<file path="src/rtl/mul_seq_pkg.sv">
`default_nettype none
// ============================================================================
//  Module   : mul_seq_pkg
//  Brief    : Shared types and constants for the sequential shift-add
//             multiplier (state encoding, default width, counter sizing).
//  Revision : 1.0  initial release
// ============================================================================
package mul_seq_pkg;

    // Sequencer states; 2-bit encoding.
    typedef enum logic [1:0] {
        IDLE = 2'd0,
        RUN  = 2'd1,
        NEG  = 2'd2,
        DONE = 2'd3
    } state_t;

    localparam int MUL_WIDTH_DEFAULT = 16;

    // Step-counter width for the default operand width.
    localparam int CNT_W = $clog2(MUL_WIDTH_DEFAULT);

    // Step-counter width for an arbitrary operand width (WIDTH >= 2).
    function automatic int cnt_width(input int width);
        return $clog2(width);
    endfunction

endpackage : mul_seq_pkg
`default_nettype wire

</file>
<file path="src/rtl/mul_shift_add_step.sv">
`default_nettype none
// ============================================================================
//  Module   : mul_shift_add_step
//  Brief    : One combinational shift-add iteration: adds the multiplicand to
//             the upper accumulator when the multiplier LSB is set, then
//             shifts {carry, sum, q} right by one.
//  Revision : 1.0  initial release
// ============================================================================
module mul_shift_add_step #(
    parameter int WIDTH = 16
) (
    input  logic [WIDTH:0]   acc_hi,
    input  logic [WIDTH-1:0] q,
    input  logic [WIDTH-1:0] mcand,
    output logic [WIDTH:0]   acc_hi_next,
    output logic [WIDTH-1:0] q_next
);

    logic [WIDTH-1:0] w_addend;
    logic [WIDTH-1:0] w_sum;
    logic [WIDTH:0]   w_carry;
    logic             w_cout;

    // Multiplicand gated by the current multiplier bit.
    assign w_addend   = q[0] ? mcand : '0;
    assign w_carry[0] = 1'b0;

    // WIDTH-bit ripple-carry adder, carry-in tied low.
    for (genvar i = 0; i < WIDTH; i++) begin : g_ripple
        assign w_sum[i]     = acc_hi[i] ^ w_addend[i] ^ w_carry[i];
        assign w_carry[i+1] = (acc_hi[i] & w_addend[i]) |
                              (acc_hi[i] & w_carry[i])  |
                              (w_addend[i] & w_carry[i]);
    end

    // The accumulator's top bit is always zero between steps; folding it in
    // keeps the carry-out correct for the full WIDTH+1-bit register.
    assign w_cout = acc_hi[WIDTH] ^ w_carry[WIDTH];

    // {c, s, q} >> 1 split back into the accumulator and multiplier halves.
    assign acc_hi_next = {1'b0, w_cout, w_sum[WIDTH-1:1]};
    assign q_next      = {w_sum[0], q[WIDTH-1:1]};

endmodule : mul_shift_add_step
`default_nettype wire

</file>
<file path="src/rtl/mul_seq_ctrl.sv">
`default_nettype none
// ============================================================================
//  Module   : mul_seq_ctrl
//  Brief    : Sequencer for a shared shift-add multiplier. Accepts an operand
//             pair over valid/ready, runs one add per cycle, optionally
//             negates for signed operands, and returns the 2*WIDTH product
//             over a valid/ready result handshake.
//  Revision : 1.0  initial release
// ============================================================================
module mul_seq_ctrl
    import mul_seq_pkg::*;
#(
    parameter int WIDTH = MUL_WIDTH_DEFAULT
) (
    input  logic                 clk,
    input  logic                 reset,
    input  logic                 start_valid,
    output logic                 start_ready,
    input  logic [WIDTH-1:0]     in1,
    input  logic [WIDTH-1:0]     in2,
    input  logic                 is_signed,
    output logic                 result_valid,
    input  logic                 result_ready,
    output logic [2*WIDTH-1:0]   product,
    output logic                 busy
);

    localparam int                 c_cnt_w    = cnt_width(WIDTH);
    localparam logic [c_cnt_w-1:0] c_cnt_last = c_cnt_w'(WIDTH - 1);

    state_t               r_state;
    state_t               w_state_next;

    logic [WIDTH-1:0]     r_mcand;
    logic [WIDTH:0]       r_acc_hi;
    logic [WIDTH-1:0]     r_q;
    logic                 r_neg;
    logic                 r_sgn;
    logic [c_cnt_w-1:0]   r_cnt;

    logic [WIDTH-1:0]     w_mag1;
    logic [WIDTH-1:0]     w_mag2;
    logic [WIDTH:0]       w_step_acc_hi;
    logic [WIDTH-1:0]     w_step_q;
    logic [2*WIDTH-1:0]   w_raw;
    logic [2*WIDTH-1:0]   w_fixed;

    // Operand magnitudes; the most negative value maps to 2^(WIDTH-1), which
    // still fits when read as unsigned.
    assign w_mag1 = (is_signed && in1[WIDTH-1]) ? (~in1 + WIDTH'(1)) : in1;
    assign w_mag2 = (is_signed && in2[WIDTH-1]) ? (~in2 + WIDTH'(1)) : in2;

    // Unsigned magnitude product, and its two's-complement when signs differ.
    assign w_raw   = {r_acc_hi[WIDTH-1:0], r_q};
    assign w_fixed = r_neg ? (~w_raw + (2*WIDTH)'(1)) : w_raw;

    mul_shift_add_step #(
        .WIDTH (WIDTH)
    ) u_step (
        .acc_hi      (r_acc_hi),
        .q           (r_q),
        .mcand       (r_mcand),
        .acc_hi_next (w_step_acc_hi),
        .q_next      (w_step_q)
    );

    // State register.
    always_ff @(posedge clk) begin
        if (reset) begin
            r_state <= IDLE;
        end else begin
            r_state <= w_state_next;
        end
    end

    // Next-state logic: NEG is visited for every signed op so latency is fixed.
    always_comb begin
        w_state_next = r_state;
        case (r_state)
            IDLE:    if (start_valid)          w_state_next = RUN;
            RUN:     if (r_cnt == c_cnt_last)  w_state_next = r_sgn ? NEG : DONE;
            NEG:                               w_state_next = DONE;
            DONE:    if (result_ready)         w_state_next = IDLE;
            default:                           w_state_next = IDLE;
        endcase
    end

    // Datapath: latch operands on accept, shift-add in RUN, sign-fix in NEG.
    always_ff @(posedge clk) begin
        if (reset) begin
            r_mcand  <= '0;
            r_acc_hi <= '0;
            r_q      <= '0;
            r_neg    <= 1'b0;
            r_sgn    <= 1'b0;
            r_cnt    <= '0;
        end else begin
            case (r_state)
                IDLE: begin
                    if (start_valid) begin
                        r_mcand  <= w_mag1;
                        r_acc_hi <= '0;
                        r_q      <= w_mag2;
                        r_neg    <= is_signed & (in1[WIDTH-1] ^ in2[WIDTH-1]);
                        r_sgn    <= is_signed;
                        r_cnt    <= '0;
                    end
                end
                RUN: begin
                    r_acc_hi <= w_step_acc_hi;
                    r_q      <= w_step_q;
                    r_cnt    <= r_cnt + c_cnt_w'(1);
                end
                NEG: begin
                    r_acc_hi <= {1'b0, w_fixed[2*WIDTH-1:WIDTH]};
                    r_q      <= w_fixed[WIDTH-1:0];
                end
                default: ;
            endcase
        end
    end

    assign start_ready  = (r_state == IDLE);
    assign result_valid = (r_state == DONE);
    assign busy         = (r_state != IDLE);
    assign product      = {r_acc_hi[WIDTH-1:0], r_q};

endmodule : mul_seq_ctrl
`default_nettype wire
</file>
<file path="config.mk">
export PLATFORM = sky130hd
export DESIGN_NAME = mul_seq_ctrl
export DESIGN_NICKNAME = d
export VERILOG_FILES = /design/src/rtl/mul_seq_pkg.sv /design/src/rtl/mul_shift_add_step.sv /design/src/rtl/mul_seq_ctrl.sv
export SDC_FILE = /design/constraint.sdc
export NUM_CORES = 1
export LEC_CHECK = 0
export ABC_AREA = 1
export CORE_MARGIN = 1.5
export CORE_UTILIZATION = 30
export DETAILED_ROUTE_END_ITERATION = 12
export PLACE_DENSITY_LB_ADDON = 0.1
export SYNTH_ARGS = -nofsm -noshare
export SYNTH_HDL_FRONTEND = slang
export SYNTH_SLANG_ARGS = --single-unit
</file>
<file path="constraint.sdc">
create_clock -name clk -period 8.2 [get_ports clk]
set_clock_uncertainty 0.2 [all_clocks]
set_input_delay 1.64 -clock clk [delete_from_list [all_inputs] [get_ports clk]]
set_output_delay 1.64 -clock clk [all_outputs]
set_load 0.005 [all_outputs]
</file>
**Word-level counts from Yosys, hierarchy flattened**

Index checks and enable logic that the tools add are counted.

- Register bits after elaboration: 57
- Bits in latches: 0
- RAM bits: 0
- Bits in read-only memories: 0
- Word-level logic and storage cells: 159
- Memories kept: 0

- Add/sub/neg operators: 4
- Multipliers: 0
- Div/mod/pow operators: 0
- Magnitude comparators: 0
- Eq/ne operators: 8
- Shift operators: 0
- Muxes and demuxes: 15
- Bitwise operators: 113
- Reductions and logical operators: 11

Operators with widths:

| cell | number |
|---|---|
| $mux 16 | 4 |
| $pmux 17 s3 | 1 |
| $pmux 16 s3 | 1 |
| $and 1x1->1 | 47 |
| $xor 1x1->1 | 33 |
| $add 16x1->16 const B | 2 |
| $add 32x1->32 const B | 1 |
| $mux 32 | 1 |
| $not 16->16 | 2 |
| $not 32->32 | 1 |
| $or 1x1->1 | 30 |
| $mux 17 | 1 |
| $pmux 2 s4 | 1 |
| $pmux 4 s2 | 1 |
| $mux 2 | 3 |
| $ne 2x2->1 const B | 3 |
| $reduce_and 2->1 | 3 |
| $reduce_and 3->1 | 2 |
| $add 4x1->4 const B | 1 |
| $eq 2x2->1 const B | 2 |
| $eq 4x4->1 const B | 1 |
| $mux 4 | 1 |
| $reduce_bool 2->1 | 2 |
| $reduce_bool 3->1 | 1 |
| 5 further kinds | 6 |

**Logic depth before layout (Yosys ltp)**

Gate-level depths: netlist (run 1).

- Depth in word-level cells: 49
- Gate-level depth with buffers: 26

**Modules after synthesis**

Synthesis (run 1) repeated with hierarchy kept, for this count alone.

- Cell total of the unflattened synthesis: 798
- Area total of the unflattened synthesis: 5,001.0 um^2

By module, submodules not included:

| module | instances | cells an instance | area each (um^2) | sequential area each (um^2) |
|---|---|---|---|---|
| mul_seq_ctrl | 1 | 720 | 4,360.4 | 1,141.1 |
| mul_shift_add_step | 1 | 78 | 640.6 | 0.0 |

**Least setup slack after synthesis (run 1)**

Ideal clock, no wire load.

- Path type: flip-flop to flip-flop
- Start: register r_q[0]
- End: register r_acc_hi[14]
- Arrival: 6.389 ns
- Data required time: 7.930 ns
- Path slack: 1.541 ns
- Cell stages (with the launch flop): 27
- Period minus slack after synthesis: 6.659 ns
- Cells stage by stage: dfxtp_1 > buf_2 > nand2_1 > inv_1 > ha_1 > fa_1 > fa_1 > inv_1 > fa_1 > fa_1 > fa_1 > fa_1 > fa_1 > fa_1 > fa_1 > fa_1 > fa_1 > fa_1 > fa_1 > inv_1 > fa_1 > inv_1 > fa_1 > or2_2 > nand2_1 > nand2_1 > a21oi_1

- Word-level cells in the longest chain between the ends: 46
- Elaborated cells on any way between the ends: 78

Ends and longest elaborated chain:

| what | RTL line | source |
|---|---|---|
| from (decl) | mul_seq_ctrl.sv:36 | `logic [WIDTH-1:0] r_q;` |
| from (signal assigned) | mul_seq_ctrl.sv:103 | `r_q <= w_mag2;` |
| from (signal assigned) | mul_seq_ctrl.sv:111 | `r_q <= w_step_q;` |
| from (signal assigned) | mul_seq_ctrl.sv:116 | `r_q <= w_fixed[WIDTH-1:0];` |
| $mux 16 | mul_shift_add_step.sv:25 | `assign w_addend = q[0] ? mcand : '0;` |
| $and 1x1->1 | mul_shift_add_step.sv:31 | `assign w_carry[i+1] = (acc_hi[i] & w_addend[i]) \|` |
| $and 1x1->1 | mul_shift_add_step.sv:32 | `(acc_hi[i] & w_carry[i]) \|` |
| $or 1x1->1 | mul_shift_add_step.sv:31 |  |
| $or 1x1->1 | mul_shift_add_step.sv:32 |  |
| $and 1x1->1 | mul_shift_add_step.sv:32 |  |
| $or 1x1->1 | mul_shift_add_step.sv:31 |  |
| $or 1x1->1 | mul_shift_add_step.sv:32 |  |
| [30 not listed] | - |  |
| $and 1x1->1 | mul_shift_add_step.sv:32 |  |
| $or 1x1->1 | mul_shift_add_step.sv:31 |  |
| $or 1x1->1 | mul_shift_add_step.sv:32 |  |
| $and 1x1->1 | mul_shift_add_step.sv:32 |  |
| $or 1x1->1 | mul_shift_add_step.sv:31 |  |
| $or 1x1->1 | mul_shift_add_step.sv:32 |  |
| $xor 1x1->1 | mul_shift_add_step.sv:30 | `assign w_sum[i] = acc_hi[i] ^ w_addend[i] ^ w_carry[i];` |
| $pmux 17 s3 (*) | mul_seq_ctrl.sv:98 | `case (r_state)` |
| to (signal assigned) | mul_seq_ctrl.sv:110 | `r_acc_hi <= w_step_acc_hi;` |
| to (signal assigned) | mul_seq_ctrl.sv:115 | `r_acc_hi <= {1'b0, w_fixed[2*WIDTH-1:WIDTH]};` |
| to (decl) | mul_seq_ctrl.sv:35 | `logic [WIDTH:0] r_acc_hi;` |

Mark *: on every way between the ends. The rest lies on a longest branch, timed or not. The select of a mux whose other input is x is not followed.
A chain may end at the register's enable or synchronous reset.

**Worst setup path after layout (run 1)**

Same ends and word-level chain as after synthesis.

==> impl_metrics.toml, run 1 <==
[worst_setup_path]
critPathLaunchType = "flop"
cpMaxStageDelayCell = "dfxtp_1"
worstSetupEndpointType = "flop"
cp.required_ns = 8.24
cp_data_arrival_time_ns = 7.30
crit_fanout = 19
crit_buf_inv = 4
crit_top_cell = "fa_1"
cp_slowest_stage_delay_ns = 0.68
critPathKind = "flop to flop"
cp_top_family = "adder cells"

[cells_and_area]
diodes = 0
instances_no_fill = 1001
syn_to_final_growth_pct = 21.8
final_util = 0.380
final_layout_size_suffix_gt1_frac = 0.0490
nNetsFinal = 877

[yosys]
synth_common_cells = "nand2_1 (216), nor2_1 (116), inv_1 (80)"
netlist_area_mm2 = 0.00458
synth-simple-area-share = 0.387
synthArstFlopShare = 0
syn_inst = 758
synth_top_family_by_area = "simple AND/OR/NAND/NOR gates"
synth_compound_area_frac = 0.160
yosysTopAreaCellShare = 0.245
avgSynthCellArea_um2 = 6.04
yosysMostFrequentCell = "nand2_1"
synth.top_cells.by_area = "dfxtp_1 (24%), nand2_1 (18%), nor2_1 (9.5%)"
synthAdderAreaFrac = 0.0901
synth_seq_area_share = 0.245
yosysTopAreaCell = "dfxtp_1"
ys_ff_latch = 56
synth_cell_type_count = 42
synth_ff_type = "dfxtp_1"
synthMuxAreaShare = 0
synth-edff-count = 0
synth_xor_area_frac = 0.0248
yosysWarningCount = 0
syn-num-nets = 819

[drt]
antenna_left = 0
first_pass_iters = 5
drcViolationCount = 0
wl_um = 14300
drtIter0Drc = 208
viasPerCell = 4.86
routed-via-count = 4869
wl_per_cell_um = 14.3

[sta]
drv_slew = 0
whs_ns = 0.271
finalHoldViolCount = 0
grt_setup_unrepaired = "no"
fin_crit_ns = 7.26
setup_viol = 0
fin_tns_setup_ns = 0
worst_pin_slew_ns = 0.810
fmax_ghz = 0.138
timing.slew.headroom = 0.459
period_share = 0.885

[clocking]
clockRootBuffer = "clkbuf_16"
hold_buffers = 0
numCtsBuffers = 5
cts.repair.resized = 0
htree_levels = 2
cts_setup_buffers = 0
cts_tree = "done"
cts.clk_slew.worst_paths_ns = 0.08
cts_buffer_depth = 2
cts_sinks = 56
insertion_delay_ns = 0.31

[power]
p_clk_frac = 0.127
p_int_mw = 0.845
leakagePower_nw = 2.34
p_total_mw = 1.79
p_sw_mw = 0.943
ir_drop_mv = 0.198
power_density_mw_per_mm2 = 320
power_frac_seq = 0.251
combPwrFrac = 0.622
sw_frac_of_total = 0.527

[die]
die_w_um = 127
initial_utilization = 0.312
die_area_mm2 = 0.0160
die_y_um = 127
rows = 44
core_mm2 = 0.0147
pin_count = 72

[placement]
dp_cells = 993
gp_congestion = 0.859
numPortBuffers = 71
dpl.hpwl_um = 11100

[status]
status = "complete, no violations"

[run]
maxCapViolCount = 0

[min_path]
worst_hold_path_type = "flop to flop"

[grt]
first_global_vias = 4520
overflow = 0
grt_max_degree = 38
grt_pass1_wl_um = 23400
track_usage = 0.183
antenna_found_initial = 0
## cells in the final DEF, fill, tap and decap left out, types with 15 or more instances in the layout
cell,synthesis,final
fa_1,15,15
dfxtp_1,56,56
or2_2,16,16
nor2_1,116,116
nand2_1,216,216
a21oi_1,56,56
inv_1,80,80
o21ai_0,49,49
nand3_1,46,46
clkdlybuf4s50_1,0,71
## power groups by stage
stage	Combinational [mW]	Sequential, mW	Clock, mW
2_1_floorplan	0.762	0.424	0
4_1_cts	1.12	0.449	0.237
3_3_place_gp	1.12	0.452	0
3_5_place_dp	1.12	0.454	0
6_report	1.11	0.449	0.227
5_1_grt	1.26	0.463	0.248
## metal layers
layer / vias up / routed length, um / global-route usage
met1: 2193 / 7080 / 0.264
met2: 117 / 6280 / 0.288
met3: 12 / 701 / 0.0266
met5: - / 0 / 0
met4: 0 / 201 / 0.0453
li1: 2547 / - / -
## kinds of logic after synthesis
family          Yosys count
buf+inv                 108
compound gates          134
flops                    56
fa+ha+maj                24
simple gates            423
xor+xnor                 13
## per-stage QoR
step	instance area [um2]	setup slack (ns)
3_5_place_dp	5430	0.957
2_1_floorplan	4580	1.54
6_report	5580	0.939
4_1_cts	5580	0.920
3_3_place_gp	5430	1.06
5_1_grt	5580	0.458
## cell type report
class	instances	area, um2
clock buffer	5	125
multi-input combinational	594	3030
sequential	56	1120
fill	1656	9120
inverter	86	323
timing repair buffer	73	726
clock inverter	3	21.3
tap	184	230
## registers in the layout, indices dropped and copies added, names as in the netlist
signal and cells:
r_neg 1, r_acc_hi 16, r_sgn 1, r_mcand 16, r_q 16, r_cnt 4, r_state 2
## worst min-delay path, cell delays in order (launching register included)
cell     delay [ns]
dfxtp_1        0.31
nand2_1        0.06
a21oi_1        0.06
## final timing paths
check | from | to | slack, ns | cells after the start
setup / recovery | r_q[0] | r_acc_hi[14] | 0.94 | 25
hold / removal | r_sgn | r_sgn | 0.27 | 2
setup reg to reg | r_q[0] | r_acc_hi[14] | 0.94 | 25
hold reg to reg | r_sgn | r_sgn | 0.27 | 2
Note: power is estimated with default switching activity, not from simulation.
==> run 2: changes to the inputs <==
--- a/config.mk
+++ b/config.mk
@@ -6,6 +6,7 @@
 export NUM_CORES = 1
 export LEC_CHECK = 0
 export ABC_AREA = 1
+export CAP_MARGIN = 30
 export CORE_MARGIN = 1.5
 export CORE_UTILIZATION = 30
 export DETAILED_ROUTE_END_ITERATION = 12
==> constraint.sdc (replaced) <==
create_clock -name clk -period 8.85 [get_ports clk]
set_clock_uncertainty 0.2 [all_clocks]
set_input_delay 1.77 -clock clk [delete_from_list [all_inputs] [get_ports clk]]
set_output_delay 1.77 -clock clk [all_outputs]
set_load 0.005 [all_outputs]
==> run 2 against run 1 <==
Compared with the run above: sequential share of layout area barely moved; critical path depth did not move; combinational power fell by 6%; cell area rose by 0.11%; worst hold slack barely moved; global-route usage rose by 0.16 points; fmax fell by 0.15%; wire length rose by 1.3%; clock power fell by 5%; core utilization barely moved; register-to-register slack improved by 0.64 ns; first-iteration DRC count rose by 13%; critical path type unchanged.
==> impl_metrics.toml, run 2 (synthesis gave the netlist of run 1 again) <==
[status]
status = "complete, no violations"

[placement]
dpl_cell_area_mm2 = 0.00543
dp_cells = 993
gp_congestion = 0.859
numPortBuffers = 71
dpl.hpwl_um = 11100

[cells_and_area]
fin_area_mm2 = 0.00559
diodes = 0
final_layout_size_suffix_gt1_frac = 0.0490
syn_to_final_growth_pct = 21.9
nNetsFinal = 877
fillCellCount = 1634
final_common_cell = "nand2_1"
instances_no_fill = 1001
mostFrequentLayoutCells = "nand2_1 (216), nor2_1 (116), inv_1 (80), clkdlybuf4s50_1 (71)"
reg_top3 = "r_acc_hi x16, r_mcand x16, r_q x16"

[sta]
period_share = 0.822
drv_slew = 0
grt_setup_unrepaired = "no"
worst_pin_slew_ns = 0.831
fmax_ghz = 0.138
finalHoldViolCount = 0
fin_crit_ns = 7.27
timing.slew.headroom = 0.445
fin_tns_setup_ns = 0
setup_viol = 0

[clocking]
clockRootBuffer = "clkbuf_16"
htree_levels = 2
hold_buffers = 0
cts_setup_buffers = 0
insertion_delay_ns = 0.31
cts_tree = "done"
cts.repair.resized = 0
cts.clk_slew.worst_paths_ns = 0.08
cts_sinks = 56
numCtsBuffers = 5
cts_buffer_depth = 2

[worst_setup_path]
cp.required_ns = 8.89
crit_buf_inv = 4
cp_top_family = "adder cells"
critPathLaunchType = "flop"
crit_fanout = 19
cp_slowest_stage_delay_ns = 0.68
critPathKind = "flop to flop"
cp_data_arrival_time_ns = 7.31
cpMaxStageDelayCell = "dfxtp_1"
worstSetupEndpointType = "flop"
crit_top_cell = "fa_1"

[power]
ir_drop_mv = 0.169
p_total_mw = 1.67
leakagePower_nw = 2.35
power_density_mw_per_mm2 = 298

[grt]
overflow = 0
grt_pass1_wl_um = 23600
first_global_vias = 4577
track_usage = 0.185
antenna_found_initial = 0
grt_max_degree = 38

[die]
rows = 44
die_y_um = 127
die_area_mm2 = 0.0160
pin_count = 72
die_w_um = 127
initial_utilization = 0.312
core_mm2 = 0.0147

[drt]
antenna_left = 0
viasPerCell = 4.88
first_pass_iters = 4
wl_per_cell_um = 14.4
wl_um = 14500
drtIter0Drc = 235
drcViolationCount = 0
routed-via-count = 4883

[min_path]
worst_hold_path_type = "flop to flop"

[run]
maxCapViolCount = 0
==> run 2: final cells by class <==
cell class | count | area (um2) | share of cell area
repair buffers | 73 | 726 | 0.130
well taps | 184 | 230 | 0.0412
clock inverters | 3 | 27.5 | 0.00493
inverters | 86 | 323 | 0.0578
flip-flops and latches | 56 | 1120 | 0.201
multi-input cells | 594 | 3030 | 0.543
clock buffers | 5 | 125 | 0.0224
==> run 2: worst paths after layout <==
kind              cells after the start  slack [ns]            to    from
setup / recovery                     25        1.58  r_acc_hi[14]  r_q[0]
hold / removal                        2        0.27         r_sgn   r_sgn
setup reg to reg                     25        1.58  r_acc_hi[14]  r_q[0]
hold reg to reg                       2        0.27         r_sgn   r_sgn
==> run 2: per-layer routing <==
metal	wire (um)	vias to the layer above	GRT usage
met5	0	-	0
met4	223	0	0.0500
met3	769	16	0.0261
met2	6310	118	0.294
met1	7150	2205	0.262
li1	-	2544	-
==> run 2: tightest hold or removal path: cells and delay by family (launching register included) <==
| family | cells | cell delay [ns] |
|---|---|---|
| AND/OR/NAND/NOR | 1 | 0.06 |
| flip-flops | 1 | 0.31 |
| AO/OA/AOI/OAI | 1 | 0.06 |
==> run 2: through the flow <==
| step | setup WS (ns) | hold slack (ns) | utilization |
|---|---|---|---|
| 6_report | 1.58 | 0.271 | 0.380 |
| 5_1_grt | 1.13 | 0.314 | 0.380 |
| 4_1_cts | 1.57 | 0.275 | 0.380 |
| 3_5_place_dp | 1.61 | 0.263 | 0.370 |
| 3_3_place_gp | 1.71 | 0.259 | 0.370 |
| 2_1_floorplan | 2.19 | 0.242 | - |
==> run 2: report_power, final <==
| group | leakage, nW | switching, mW | total, mW | internal, mW |
|---|---|---|---|---|
| Sequential | 0.460 | 0.0910 | 0.415 | 0.324 |
| Combinational | 1.81 | 0.683 | 1.04 | 0.353 |
| Clock | 0.0719 | 0.108 | 0.216 | 0.108 |
==> run 3: changes to the inputs <==
==> constraint.sdc (replaced) <==
create_clock -name clk -period 6.6 [get_ports clk]
set_clock_uncertainty 0.2 [all_clocks]
set_input_delay 1.32 -clock clk [delete_from_list [all_inputs] [get_ports clk]]
set_output_delay 1.32 -clock clk [all_outputs]
set_load 0.005 [all_outputs]
==> run 3 against run 2 <==
Compared with the run above: combinational power rose by 35%; clock-buffer cell count did not move; critical path depth did not move; clock power rose by 31%; die area did not move; wire length fell by 0.23%; worst hold slack improved by 0.0061 ns; final cell count rose by 0.40%; first-iteration DRC count rose by 12%; sequential share of layout area fell by 0.17 points; cell area rose by 1.1%; largest power group unchanged; highest routed layer unchanged.
==> impl_metrics.toml, run 3 (synthesis gave the netlist of run 1 again) <==
[status]
status = "complete, no violations"

[grt]
track_usage = 0.185
overflow = 0
first_global_vias = 4613
antenna_found_initial = 0
grt_pass1_wl_um = 23600
grt_max_degree = 38

[drt]
wl_um = 14400
viasPerCell = 4.88
drtIter0Drc = 263
drcViolationCount = 0
wl_per_cell_um = 14.3
routed-via-count = 4903
antenna_left = 0
first_pass_iters = 5

[cells_and_area]
syn_to_final_growth_pct = 23.2
fillCellCount = 1634
final_common_cell = "nand2_1"
nNetsFinal = 881
mostFrequentLayoutCells = "nand2_1 (216), nor2_1 (116), inv_1 (80), clkdlybuf4s50_1 (71), a21oi_1 (55)"
diodes = 0
instances_no_fill = 1005
reg_top3 = "r_acc_hi x16, r_mcand x16, r_q x16"
fin_area_mm2 = 0.00565
final_layout_size_suffix_gt1_frac = 0.0719

[worst_setup_path]
cpMaxStageDelayCell = "fa_1"
crit_fanout = 3
reg2reg_depth = 25
critPathKind = "flop to flop"
crit_top_cell = "fa_2"
critPathLaunchType = "flop"
cp.required_ns = 6.64
cp_top_family = "adder cells"
cp_slowest_stage_delay_ns = 0.41
cp_data_arrival_time_ns = 6.42
worstSetupPathDepth = 25
worstSetupEndpointType = "flop"
crit_buf_inv = 4

[placement]
gp_congestion = 0.849
numPortBuffers = 71
dpl_cell_area_mm2 = 0.00547
dp_cells = 997
dpl.hpwl_um = 11200

[die]
pin_count = 72
die_area_mm2 = 0.0160
rows = 44
initial_utilization = 0.312
die_w_um = 127
core_mm2 = 0.0147
die_y_um = 127

[sta]
setup_viol = 0
fin_tns_setup_ns = 0
timing.slew.headroom = 0.471
grt_setup_unrepaired = "yes"
fin_crit_ns = 6.37
period_share = 0.966
drv_slew = 0
whs_ns = 0.277
worst_pin_slew_ns = 0.793
fmax_ghz = 0.157
finalHoldViolCount = 0

[power]
ir_drop_mv = 0.200
leakagePower_nw = 2.37
power_density_mw_per_mm2 = 395

[clocking]
numCtsBuffers = 5
cts_tree = "done"
cts_buffer_depth = 2
cts_sinks = 56
cts.clk_slew.worst_paths_ns = 0.08
htree_levels = 2
clockRootBuffer = "clkbuf_16"
insertion_delay_ns = 0.31

[run]
maxCapViolCount = 0

[min_path]
whs_path_depth = 2
worst_hold_path_type = "flop to flop"
[run 3: area by class of cell]
type | instances | area [um2] | area share
flip-flops and latches | 56 | 1120 | 0.199
clock buffers | 5 | 125 | 0.0222
repair buffers | 77 | 756 | 0.134
inverters | 86 | 323 | 0.0572
clock inverters | 3 | 21.3 | 0.00377
multi-input cells | 594 | 3070 | 0.543
well taps | 184 | 230 | 0.0408
[run 3: routing by layer]
layer / up-vias / GRT usage / wire [um]
met4: 0 / 0.0581 / 326
li1: 2552 / - / -
met3: 17 / 0.0257 / 711
met1: 2216 / 0.260 / 7100
met2: 118 / 0.293 / 6280
met5: - / 0 / 0
[run 3: final timing paths]
| kind | slack [ns] | startpoint | end |
|---|---|---|---|
| setup / recovery | 0.23 | r_q[0] | r_acc_hi[14] |
| hold / removal | 0.28 | r_neg | r_neg |
| setup reg to reg | 0.23 | r_q[0] | r_acc_hi[14] |
| hold reg to reg | 0.28 | r_neg | r_neg |
[run 3: power by group]
part / switching, mW / internal, mW / leakage, nW
clock: 0.140 / 0.142 / 0.0702
sequential: 0.112 / 0.435 / 0.460
combinational: 0.920 / 0.480 / 1.84
total: 1.17 / 1.06 / 2.37
[run 3: per-stage QoR]
step | utilization | power [mW] | setup WS [ns]
6_report | 0.384 | 2.23 | 0.225
5_1_grt | 0.384 | 2.47 | -0.00977
4_1_cts | 0.383 | 2.24 | 0.0102
3_5_place_dp | 0.372 | 1.95 | -0.144
3_3_place_gp | 0.372 | 1.95 | -0.0727
2_1_floorplan | - | 1.48 | 0.0227
[run 3: worst min-delay path: stages, from the launching register on]
cell	delay (ns)
dfxtp_1	0.32
nand2_1	0.06
a21oi_1	0.06
[run 3: what timing repair did]
item	in CTS	in global routing
resized for setup	5	9
hold buffers	0	0
setup endpoints to repair	2	2
buffers inserted	0	0
pin swaps	0	1
